===== config.mk =====
export PLATFORM = sky130hd
export DESIGN_NAME = orientation_moment_stream
export DESIGN_NICKNAME = d
export VERILOG_FILES = /design/src/rtl/orient_pkg.sv /design/src/rtl/orient_col_reduce.sv /design/src/rtl/orientation_moment_stream.sv
export SDC_FILE = /design/constraint.sdc
export NUM_CORES = 1
export LEC_CHECK = 0
export CORE_ASPECT_RATIO = 2
export CORE_UTILIZATION = 36
export DETAILED_ROUTE_END_ITERATION = 16
export GPL_TIMING_DRIVEN = 0
export SLEW_MARGIN = 20
export SYNTH_ARGS = -nofsm -noshare
export SYNTH_HDL_FRONTEND = slang
export SYNTH_HIERARCHICAL = 1
export SYNTH_SLANG_ARGS = --single-unit

===== constraint.sdc =====
create_clock -name i_clk -period 12.3 [get_ports i_clk]
set_clock_uncertainty 0.2 [all_clocks]
set_input_delay 1.845 -clock i_clk [delete_from_list [all_inputs] [get_ports i_clk]]
set_output_delay 1.845 -clock i_clk [all_outputs]
set_load 0.02 [all_outputs]

===== src/rtl/orient_pkg.sv =====
// Shared sizing helpers for the ORB orientation moment engine.
// Widths are derived from pixel width and patch radius so sub-modules stay in step.
package orient_pkg;

    localparam int ORIENT_R_DEF = 3;
    localparam int N            = 2*ORIENT_R_DEF + 1;

    function automatic int clog2(input int v);
        int r;
        r = 0;
        for (int i = 0; i < 31; i++) begin
            if ((1 << i) < v) r = i + 1;
        end
        return r;
    endfunction

    function automatic int cs_w(input int pix_w, input int r);
        return pix_w + clog2(2*r + 1);
    endfunction

    function automatic int mom_w(input int pix_w, input int r);
        return pix_w + clog2((2*r + 1)*r*(r + 1)/2 + 1) + 1;
    endfunction

    // Multiply by a small elaboration-time constant using shifted adds only.
    function automatic logic [31:0] mul_small(input logic [31:0] v, input int k);
        logic [31:0] acc;
        acc = '0;
        for (int b = 0; b < 8; b++) begin
            if (k[b]) acc = acc + (v << b);
        end
        return acc;
    endfunction

endpackage


===== src/rtl/orient_col_reduce.sv =====
// Stage 1: reduce one incoming column to its pixel sum and its dy-weighted sum.
// The sol flag travels with the column so stage 2 clears state in step with it.
module orient_col_reduce
    import orient_pkg::*;
#(
    parameter int PIX_W  = 8,
    parameter int RADIUS = 3,
    parameter int CS_W   = cs_w(8, 3),
    parameter int MOM_W  = mom_w(8, 3)
) (
    input  logic                          i_clk,
    input  logic                          i_rst_n,
    input  logic                          i_valid,
    input  logic                          i_sol,
    input  logic [(2*RADIUS+1)*PIX_W-1:0] i_col,
    output logic                          o_valid,
    output logic                          o_sol,
    output logic [CS_W-1:0]               o_c,
    output logic signed [MOM_W-1:0]       o_y
);

    localparam int NS = 2*RADIUS + 1;

    logic [CS_W-1:0]         w_c;
    logic signed [MOM_W-1:0] w_y;
    logic [31:0]             w_pix;

    always_comb begin
        w_c   = '0;
        w_y   = '0;
        w_pix = '0;
        for (int r = 0; r < NS; r++) begin
            w_pix = 32'(i_col[r*PIX_W +: PIX_W]);
            w_c   = w_c + CS_W'(w_pix);
            if (r > RADIUS)
                w_y = w_y + MOM_W'(mul_small(w_pix, r - RADIUS));
            else if (r < RADIUS)
                w_y = w_y - MOM_W'(mul_small(w_pix, RADIUS - r));
        end
    end

    always_ff @(posedge i_clk) begin
        if (!i_rst_n) begin
            o_valid <= 1'b0;
            o_sol   <= 1'b0;
            o_c     <= '0;
            o_y     <= '0;
        end else begin
            o_valid <= i_valid;
            if (i_valid) begin
                o_sol <= i_sol;
                o_c   <= w_c;
                o_y   <= w_y;
            end
        end
    end

endmodule


===== src/rtl/orientation_moment_stream.sv =====
// Column-incremental m10/m01 engine: keeps the last N column sums and updates
// the patch moments in O(1) per column instead of re-summing the whole patch.
module orientation_moment_stream
    import orient_pkg::*;
#(
    parameter int PIX_W  = 8,
    parameter int RADIUS = 3,
    parameter int WIDTH  = 640
) (
    input  logic                                       i_clk,
    input  logic                                       i_rst_n,
    input  logic                                       i_valid,
    input  logic                                       i_sol,
    input  logic [(2*RADIUS+1)*PIX_W-1:0]              i_col,
    output logic                                       o_valid,
    output logic signed [mom_w(PIX_W, RADIUS)-1:0]     o_mx,
    output logic signed [mom_w(PIX_W, RADIUS)-1:0]     o_my,
    output logic [clog2(WIDTH)-1:0]                    o_xpos,
    output logic                                       o_overrun
);

    localparam int NS    = 2*RADIUS + 1;
    localparam int CS_W  = cs_w(PIX_W, RADIUS);
    localparam int MOM_W = mom_w(PIX_W, RADIUS);
    localparam int XW    = clog2(WIDTH);
    localparam int NW    = clog2(WIDTH + 1);

    logic                    w_s1_valid;
    logic                    w_s1_sol;
    logic [CS_W-1:0]         w_s1_c;
    logic signed [MOM_W-1:0] w_s1_y;

    orient_col_reduce #(
        .PIX_W  (PIX_W),
        .RADIUS (RADIUS),
        .CS_W   (CS_W),
        .MOM_W  (MOM_W)
    ) u_col_reduce (
        .i_clk   (i_clk),
        .i_rst_n (i_rst_n),
        .i_valid (i_valid),
        .i_sol   (i_sol),
        .i_col   (i_col),
        .o_valid (w_s1_valid),
        .o_sol   (w_s1_sol),
        .o_c     (w_s1_c),
        .o_y     (w_s1_y)
    );

    logic [CS_W-1:0]         r_hist_c [NS];
    logic signed [MOM_W-1:0] r_hist_y [NS];
    logic signed [MOM_W-1:0] r_s;
    logic signed [MOM_W-1:0] r_m10;
    logic signed [MOM_W-1:0] r_m01;
    logic [NW-1:0]           r_n;
    logic                    r_in_line;

    logic                    w_take;
    logic                    w_emit;
    logic [CS_W-1:0]         w_c_out;
    logic signed [MOM_W-1:0] w_y_out;
    logic signed [MOM_W-1:0] w_s_base;
    logic signed [MOM_W-1:0] w_m10_base;
    logic signed [MOM_W-1:0] w_m01_base;
    logic [NW-1:0]           w_n_base;
    logic                    w_ovr_base;
    logic signed [MOM_W-1:0] w_s_nx;
    logic signed [MOM_W-1:0] w_m10_nx;
    logic signed [MOM_W-1:0] w_m01_nx;
    logic [NW-1:0]           w_n_nx;
    logic                    w_ovr_nx;
    logic [XW-1:0]           w_xpos;

    // A start-of-line column sees an all-zero history, so partial windows stay exact.
    always_comb begin
        w_take     = w_s1_valid && (w_s1_sol || r_in_line);
        w_c_out    = w_s1_sol ? '0   : r_hist_c[NS-1];
        w_y_out    = w_s1_sol ? '0   : r_hist_y[NS-1];
        w_s_base   = w_s1_sol ? '0   : r_s;
        w_m10_base = w_s1_sol ? '0   : r_m10;
        w_m01_base = w_s1_sol ? '0   : r_m01;
        w_n_base   = w_s1_sol ? '0   : r_n;
        w_ovr_base = w_s1_sol ? 1'b0 : o_overrun;

        w_m10_nx = w_m10_base - w_s_base
                 + MOM_W'(mul_small(32'(w_c_out), RADIUS + 1))
                 + MOM_W'(mul_small(32'(w_s1_c), RADIUS));
        w_s_nx   = w_s_base - MOM_W'(w_c_out) + MOM_W'(w_s1_c);
        w_m01_nx = w_m01_base - w_y_out + w_s1_y;

        w_n_nx   = (w_n_base == NW'(WIDTH)) ? w_n_base : w_n_base + NW'(1);
        w_ovr_nx = w_ovr_base || (w_n_base == NW'(WIDTH));
        w_emit   = w_take && (w_n_nx >= NW'(NS)) && !w_ovr_nx;
        w_xpos   = XW'(w_n_nx - NW'(RADIUS + 1));
    end

    always_ff @(posedge i_clk) begin
        if (!i_rst_n) begin
            for (int k = 0; k < NS; k++) begin
                r_hist_c[k] <= '0;
                r_hist_y[k] <= '0;
            end
            r_s       <= '0;
            r_m10     <= '0;
            r_m01     <= '0;
            r_n       <= '0;
            r_in_line <= 1'b0;
            o_valid   <= 1'b0;
            o_mx      <= '0;
            o_my      <= '0;
            o_xpos    <= '0;
            o_overrun <= 1'b0;
        end else begin
            o_valid <= w_emit;
            if (w_take) begin
                for (int k = NS-1; k > 0; k--) begin
                    r_hist_c[k] <= w_s1_sol ? '0 : r_hist_c[k-1];
                    r_hist_y[k] <= w_s1_sol ? '0 : r_hist_y[k-1];
                end
                r_hist_c[0] <= w_s1_c;
                r_hist_y[0] <= w_s1_y;
                r_s         <= w_s_nx;
                r_m10       <= w_m10_nx;
                r_m01       <= w_m01_nx;
                r_n         <= w_n_nx;
                r_in_line   <= 1'b1;
                o_overrun   <= w_ovr_nx;
                if (w_emit) begin
                    o_mx   <= w_m10_nx;
                    o_my   <= w_m01_nx;
                    o_xpos <= w_xpos;
                end
            end
        end
    end

endmodule

==> results.md, run 1 <==
* Dpl hpwl at ~41000 um
* Fill cells at around 5000
* Commonest non-fill, non-tap cell in the layout: inv_1
* Synthesized area at around 19000 sq um
* Sequential share of the synthesized area at 0.4203
* Layout cells sized above 1 at 0.04807
* Worst IR drop on VDD at around 0.00021 V
* IO Pins at between 100 and 150
* Nets at approximately 2300
* Final setup violation count at 0
* Busiest grt layer: met2
* Drc violations at 0
* Post-CTS Hold Fix Bufs at 0
* CP most frequent cell: ha_1
* Post-synth top flop: edfxtp_1
* Area delta synth->final at 15.02%
* CP top delay family: compound AO/OA/AOI/OAI gates
* Clk slew on worst S/H paths at 0.07 ns
* Core area at roughly 52000 sq um
* Antenna cells at 0
* Reg2reg start: u_col_reduce/o_sol
* Max-slew violation count at 0
* Pre-Repair DR Iteration Count at 5
* CTS Buf Count at 28
* DIE HEIGHT at 326.9 um
* Vias at 13708
* Vias in the first global route at 14629
* Crit Path Class: in2reg
* I/O Buffers at ~100
* Crit path setup slack, layout at approximately 4.2 ns
* Worst hold path class: reg2reg
* CP arrival at 8.38 ns
* Global-route wire length before repair at 78590 um
* Die Area at about 54000 sq um
* Status: finished, final reports clean
* F_max at around 120 MHz
* Via density at 5.119
* Max-Cap Viols at 0
* Crit path max fanout at 5
* Synth top area cells: edfxtp_1, dfxtp_1, fa_1
* GR Util met1 at 0.1812
* Antenna violations before repair at 0
* Initial detailed-routing violation count at roughly 630
* TritonCTS clock tree: yes
* Grt ovf at 0
* Power Density at 237.6 nW/um^2
* Crit path buffers/inverters at 3
* Crit share post-route at 0.6554
* Synth cell types at 84
* Hold path startpoint: o_mx[10]
* Final ANT Viol Nets at 0
* Largest net degree at the start of global routing at 100
* Relative slew slack at 0.2763
* Storage cell area at about 8000 sq um
* Fin crit period at between 8 and 9 ns
* FFs w/ async S/R, synth at 0
* Pre-CTS setup slack at 3.623 ns
* Std cell rows at 118
* Tot GR Track Use at 0.1915
* Static Leak at 9.383 nW
* Clock Tree Root: clkbuf_16
* CTS Sinks at slightly above 300
* Final WL at approximately 50000 um
* YS warnings at 6
* Starting Density at 0.3657
* Met2 layer usage reported by global route at 0.3929
* Setup TNS at 0 ns
* M3 GR Usage at 0.01532
* H-tree Lvls at 1
* RSZ-0062 raised after global routing: false
* # Post-CTS Setup Buffers at 0
* Horiz. Die Dim at approximately 160 um
* Final count of hold timing violations at 0
* Crit. End Element: flip-flop
* Cells after synthesis at around 1900
* Synthesized Nets at between 2000 and 2500
* Post-synth EDFFs at approximately 180
* Routability Congestion at between 0.9 and 1
* Critical Path Start: i_col[2]
* Most frequent cells in the layout: inv_1, nand2_1, edfxtp_1, and3_1, dfxtp_1
* Avg Cell Area, Syn at between 10 and 15 sq um
* Critical-path top delay cell: clkdlybuf4s50_1
* Post-synth top area share at 0.2876
* Yosys reg bits at ~300
* Cell accounting for the most synthesized area: edfxtp_1
* Req. time, crit path at 12.62 ns
* Worst skew pair latency at ~0.57 ns
* Area of the multi-input gates at 9818 sq um
* Delay of the slowest cell on the worst path at ~0.56 ns
* Clock buffer depth at 3
* Crit-path cells: clkdlybuf4s50_1 -> inv_1 -> ha_1 -> ha_1 -> and3_2 -> a221o_2 -> a21o_1 -> xnor2_1 -> fa_1 -> inv_1 -> ha_1 -> a2111o_1 -> o21ai_0 -> xnor2_1 -> fa_1 -> ha_1 -> ha_1 -> a2111o_1 -> o21ai_0 -> o21ai_1 -> a2111oi_2 -> a31o_1
* Measured slew at the worst slew-check pin at around 1.1 ns
* Startpoint types: input pin
* Average wire per standard cell at between 15 and 20 um
* CTS resizes at 0
layout make-up:
| type | instances | area share |
|---|---|---|
| plain buffers | 85 | 0.01763 |
| clock buffers | 31 | 0.03302 |
| clock inverters | 21 | 0.01196 |
| inverters | 217 | 0.03760 |
| multi-input cells | 1254 | 0.4491 |
| flip-flops and latches | 308 | 0.3654 |
| well taps | 660 | 0.03777 |
| repair buffers | 102 | 0.04750 |
registers in the layout, summed over array words and instances (netlist names):
signal and flops:
r_m10 15, r_n 10, u_col_reduce/o_valid 1, o_my 15
o_overrun 1, r_hist_c 77, r_s 15, o_valid 1
u_col_reduce/o_sol 1, o_xpos 10, r_m01 15, u_col_reduce/o_y 15
r_hist_y 105, r_in_line 1, u_col_reduce/o_c 11, o_mx 15
worst min-delay path: cells and delay by family (launching register included):
| kind | cells | cell delay, ns |
|---|---|---|
| compound gates | 1 | 0.05 |
| simple gates | 1 | 0.05 |
| flops | 1 | 0.31 |
stage by stage:
step | cells | total power, W | hold slack [ns] | area [sq um] | utilization
2_1_floorplan | 1864 | 0.003512 | 0.2249 | 19010 | -
3_3_place_gp | 2625 | 0.004230 | 0.2375 | 20840 | 0.4011
3_5_place_dp | 2626 | 0.004280 | 0.2490 | 20880 | 0.4017
4_1_cts | 2678 | 0.005246 | 0.2595 | 21860 | 0.4206
5_1_grt | 2678 | 0.005657 | 0.2787 | 21860 | 0.4206
6_report | 2678 | 0.005195 | 0.2554 | 21860 | 0.4206
routing by layer:
layer	share of wire	up-vias	wire [um]
met4	0.053	0	2670
li1	-	6619	-
met2	0.58	316	28820
met3	0.027	113	1352
met5	0	-	0
met1	0.34	6660	17110
synthesized netlist by cell type, drive strengths merged (4+ instances only):
cell type	instances
and2	4
dfxtp	126
mux2i	13
o21bai	6
nand3	24
a31oi	5
o31a	6
and3	164
nand2b	9
or3	5
a211oi	34
fa	121
buf	17
nor3	10
edfxtp	182
inv	214
xnor2	46
nor2b	38
a21oi	123
ha	120
nor4	5
or2	5
a2111oi	4
nand2	208
o21ai	59
o21a	22
clkbuf	68
o31ai	7
xor2	29
a21o	17
nor2	116
o211ai	7
final timing paths:
kind | slack (ns) | cells past startpoint | endpoint
worst max-delay path | 4.24 | 22 | u_col_reduce/o_y[13]
worst min-delay path | 0.26 | 2 | o_mx[10]
worst max register to register | 6.00 | 18 | r_m10[11]
worst min register to register | 0.26 | 2 | o_mx[10]
power by group:
part | leakage, nW | internal [W] | switching [W] | total (W)
combinational | 5.98 | 0.00125 | 0.00176 | 0.00301
clock | 0.485 | 0.000534 | 0.000413 | 0.000947
sequential | 2.92 | 0.00118 | 0.0000603 | 0.00124
kinds of logic after synthesis:
kind of cell               after synthesis  synth area share
buffers and inverters                  302           0.06313
DFF                                    308            0.4203
adders and majority gates              241            0.2065
xor gates and xnor gates                76           0.03575
muxes                                   14          0.007439
and+or+nand+nor                        605            0.1569
AOI/OAI and AO/OA                      318            0.1100
(Power assumes the default switching activity.)
==> inputs of run 2 (changes only) <==
==> constraint.sdc (replaced) <==
create_clock -name i_clk -period 7.7 [get_ports i_clk]
set_clock_uncertainty 0.2 [all_clocks]
set_input_delay 1.155 -clock i_clk [delete_from_list [all_inputs] [get_ports i_clk]]
set_output_delay 1.155 -clock i_clk [all_outputs]
set_load 0.02 [all_outputs]
==> run 2 against run 1 <==
Via count unchanged. Register-to-register slack got worse by 4.6 ns. Design area unchanged. Worst hold slack unchanged. Power increased by 60%. Die area unchanged. Non-clock buffer count unchanged. Highest routed layer unchanged.
==> results.md, run 2 (same netlist as run 1, synthesis figures left out) <==
* Average wire per standard cell at 18.65 um (unchanged)
* Pre-Repair DR Iteration Count at 5 (unchanged)
* Setup TNS at 0 ns (unchanged)
* DP Cell Count at 2626 (unchanged)
* Finished Cell Area at 21860 sq um (unchanged)
* CP endpoint: u_col_reduce/o_y[13]
* H-tree Lvls at 1 (unchanged)
* Relative slew slack at 0.2763 (unchanged)
* Vias at 13708 (unchanged)
* Core area at 51970 sq um (unchanged)
* Nets at 2297 (unchanged)
* Clock Tree Root: clkbuf_16
* CTS Sinks at 308 (unchanged)
* Final ANT Viol Nets at 0 (unchanged)
* Crit. End Element: flip-flop
* Clock buffer depth at 3 (unchanged)
* Worst skew pair latency at 0.57 ns (about the same)
* Antenna cells at 0 (unchanged)
* DIE HEIGHT at 326.9 um (unchanged)
* Fill cells at 5102 (unchanged)
* Static Leak at 9.383 nW (about the same)
* Layout cells sized above 1 at 0.04807 (unchanged)
* Horiz. Die Dim at 164.5 um (unchanged)
* Fin crit period at around 7.3 ns
* Power Density at 379.7 nW/um^2 (+60%)
* Max-Cap Viols at 0 (unchanged)
* Hold path startpoint: o_mx[10]
* CTS Buf Count at 28 (unchanged)
* Area delta synth->final at 15.02% (unchanged)
* Core Util, Final at 0.4206 (unchanged)
* Final count of hold timing violations at 0 (unchanged)
* Starting Density at 0.3657 (unchanged)
* Worst hold path class: reg2reg
* Req. time, crit path at 8.02 ns (-4.60 ns)
* Startpoint types: input pin
* RSZ-0062 raised after global routing: false
* Final WL at 49950 um (unchanged)
* Measured slew at the worst slew-check pin at 1.076 ns (unchanged)
* Registers with the most flip-flops: r_hist_y: 105 flops, r_hist_c: 77 flops
* Crit share post-route at 0.9438
* Post-CTS Hold Fix Bufs at 0 (unchanged)
* Grt ovf at 0 (unchanged)
* Vias in the first global route at 14629 (unchanged)
* I/O Buffers at 101 (unchanged)
* Most frequent cells in the layout: inv_1, nand2_1, edfxtp_1, and3_1, dfxtp_1
* Max-slew violation count at 0 (unchanged)
* Clk slew on worst S/H paths at 0.07 ns (about the same)
* Drc violations at 0 (unchanged)
* IO Pins at 102 (unchanged)
* Routability Congestion at 0.9199 (unchanged)
* Reg-to-Reg End: r_m10[11]
* Commonest non-fill, non-tap cell in the layout: inv_1
* Critical Path Start: i_col[2]
* F_max at approximately 140 MHz
* Std cell rows at 118 (unchanged)
* Antenna violations before repair at 0 (unchanged)
* Final Non-Filler Cells at 2678 (unchanged)
* Initial detailed-routing violation count at 628 (unchanged)
* Crit path max fanout at 5 (unchanged)
* Crit Path Class: in2reg
* TritonCTS clock tree: yes
* Max reg flops at 105 (unchanged)
* Largest net degree at the start of global routing at 100 (unchanged)
* Die Area at 53770 sq um (unchanged)
* Reg2reg start: u_col_reduce/o_sol
* Global-route wire length before repair at 78590 um (unchanged)
* R2R cell count at 18 (unchanged)
* Tot GR Track Use at 0.1915 (unchanged)
* # Post-CTS Setup Buffers at 0 (unchanged)
* Worst IR drop on VDD at 0.0003358 V (+60%)
* CP arrival at 7.59 ns (-0.79 ns)
* Placed cell area at 20880 sq um (unchanged)
* Final setup violation count at 0 (unchanged)
* R2R setup slack at 1.40 ns (-4.60 ns)
* Dpl hpwl at 40810 um (unchanged)
* Status: finished, final reports clean
* Via density at 5.119 (unchanged)
* Top reg by flops: r_hist_y
## run 2: per-stage QoR
stage                     setup WS (ns)  hold slack (ns)  total power, W
after detailed placement        -0.2868           0.2490        0.006837
after floorplan                  0.8312           0.2249        0.005609
after global placement          -0.2489           0.2375        0.006757
final                            0.4324           0.2554        0.008301
after CTS                        0.2824           0.2595        0.008380
after global routing             0.1146           0.2787        0.009039
## run 2: critical path, cell delays in order
cell and delay (ns):
clkdlybuf4s50_1 0.56, inv_1 0.10, ha_1 0.30, ha_1 0.36, and3_2 0.25, a221o_2 0.43
a21o_1 0.22, xnor2_1 0.14, fa_1 0.48, inv_1 0.04, ha_1 0.35, a2111o_1 0.46
o21ai_0 0.20, xnor2_1 0.16, fa_1 0.44, ha_1 0.31, ha_1 0.37, a2111o_1 0.39
o21ai_1 0.22, o21ai_1 0.14, a2111oi_2 0.37, a31o_1 0.14
## run 2: worst min-delay path by stage
| stage | to | slack, ns | cells after the start |
|---|---|---|---|
| 2_1_floorplan | r_s[11] | 0.22 | 2 |
| 3_3_place_gp | r_s[0] | 0.24 | 2 |
| 3_5_place_dp | r_s[11] | 0.25 | 2 |
| 4_1_cts | o_mx[5] | 0.26 | 2 |
| 5_1_grt | o_mx[5] | 0.28 | 2 |
| 6_report | o_mx[10] | 0.26 | 2 |
## run 2: power breakdown
part	leakage, nW	total (W)	switching, W	internal [W]
clock	0.485	0.00151	0.000659	0.000854
sequential	2.92	0.00198	0.0000963	0.00188
combinational	5.98	0.00481	0.00281	0.00201
total	9.38	0.00830	0.00356	0.00474
## run 2: area by class of cell
| type | instances | area (sq um) | area share |
|---|---|---|---|
| plain buffers | 85 | 385.4 | 0.01763 |
| clock buffers | 31 | 721.9 | 0.03302 |
| clock inverters | 21 | 261.5 | 0.01196 |
| inverters | 217 | 822.0 | 0.03760 |
| multi-input cells | 1254 | 9818 | 0.4491 |
| flip-flops and latches | 308 | 7988 | 0.3654 |
| well taps | 660 | 825.8 | 0.03777 |
| repair buffers | 102 | 1039 | 0.04750 |
## run 2: metal layers
layer | GRT usage | part of all wire | vias up
li1 | - | - | 6619
met1 | 0.1812 | 0.34 | 6660
met2 | 0.3929 | 0.58 | 316
met3 | 0.01532 | 0.027 | 113
met4 | 0.09753 | 0.053 | 0
met5 | 0 | 0 | -
## run 2: what timing repair did
action                                 in CTS  in global routing
setup endpoints to repair                   0                  1
endpoints found under the hold margin       0                  0
gates resized for setup                     0                  1
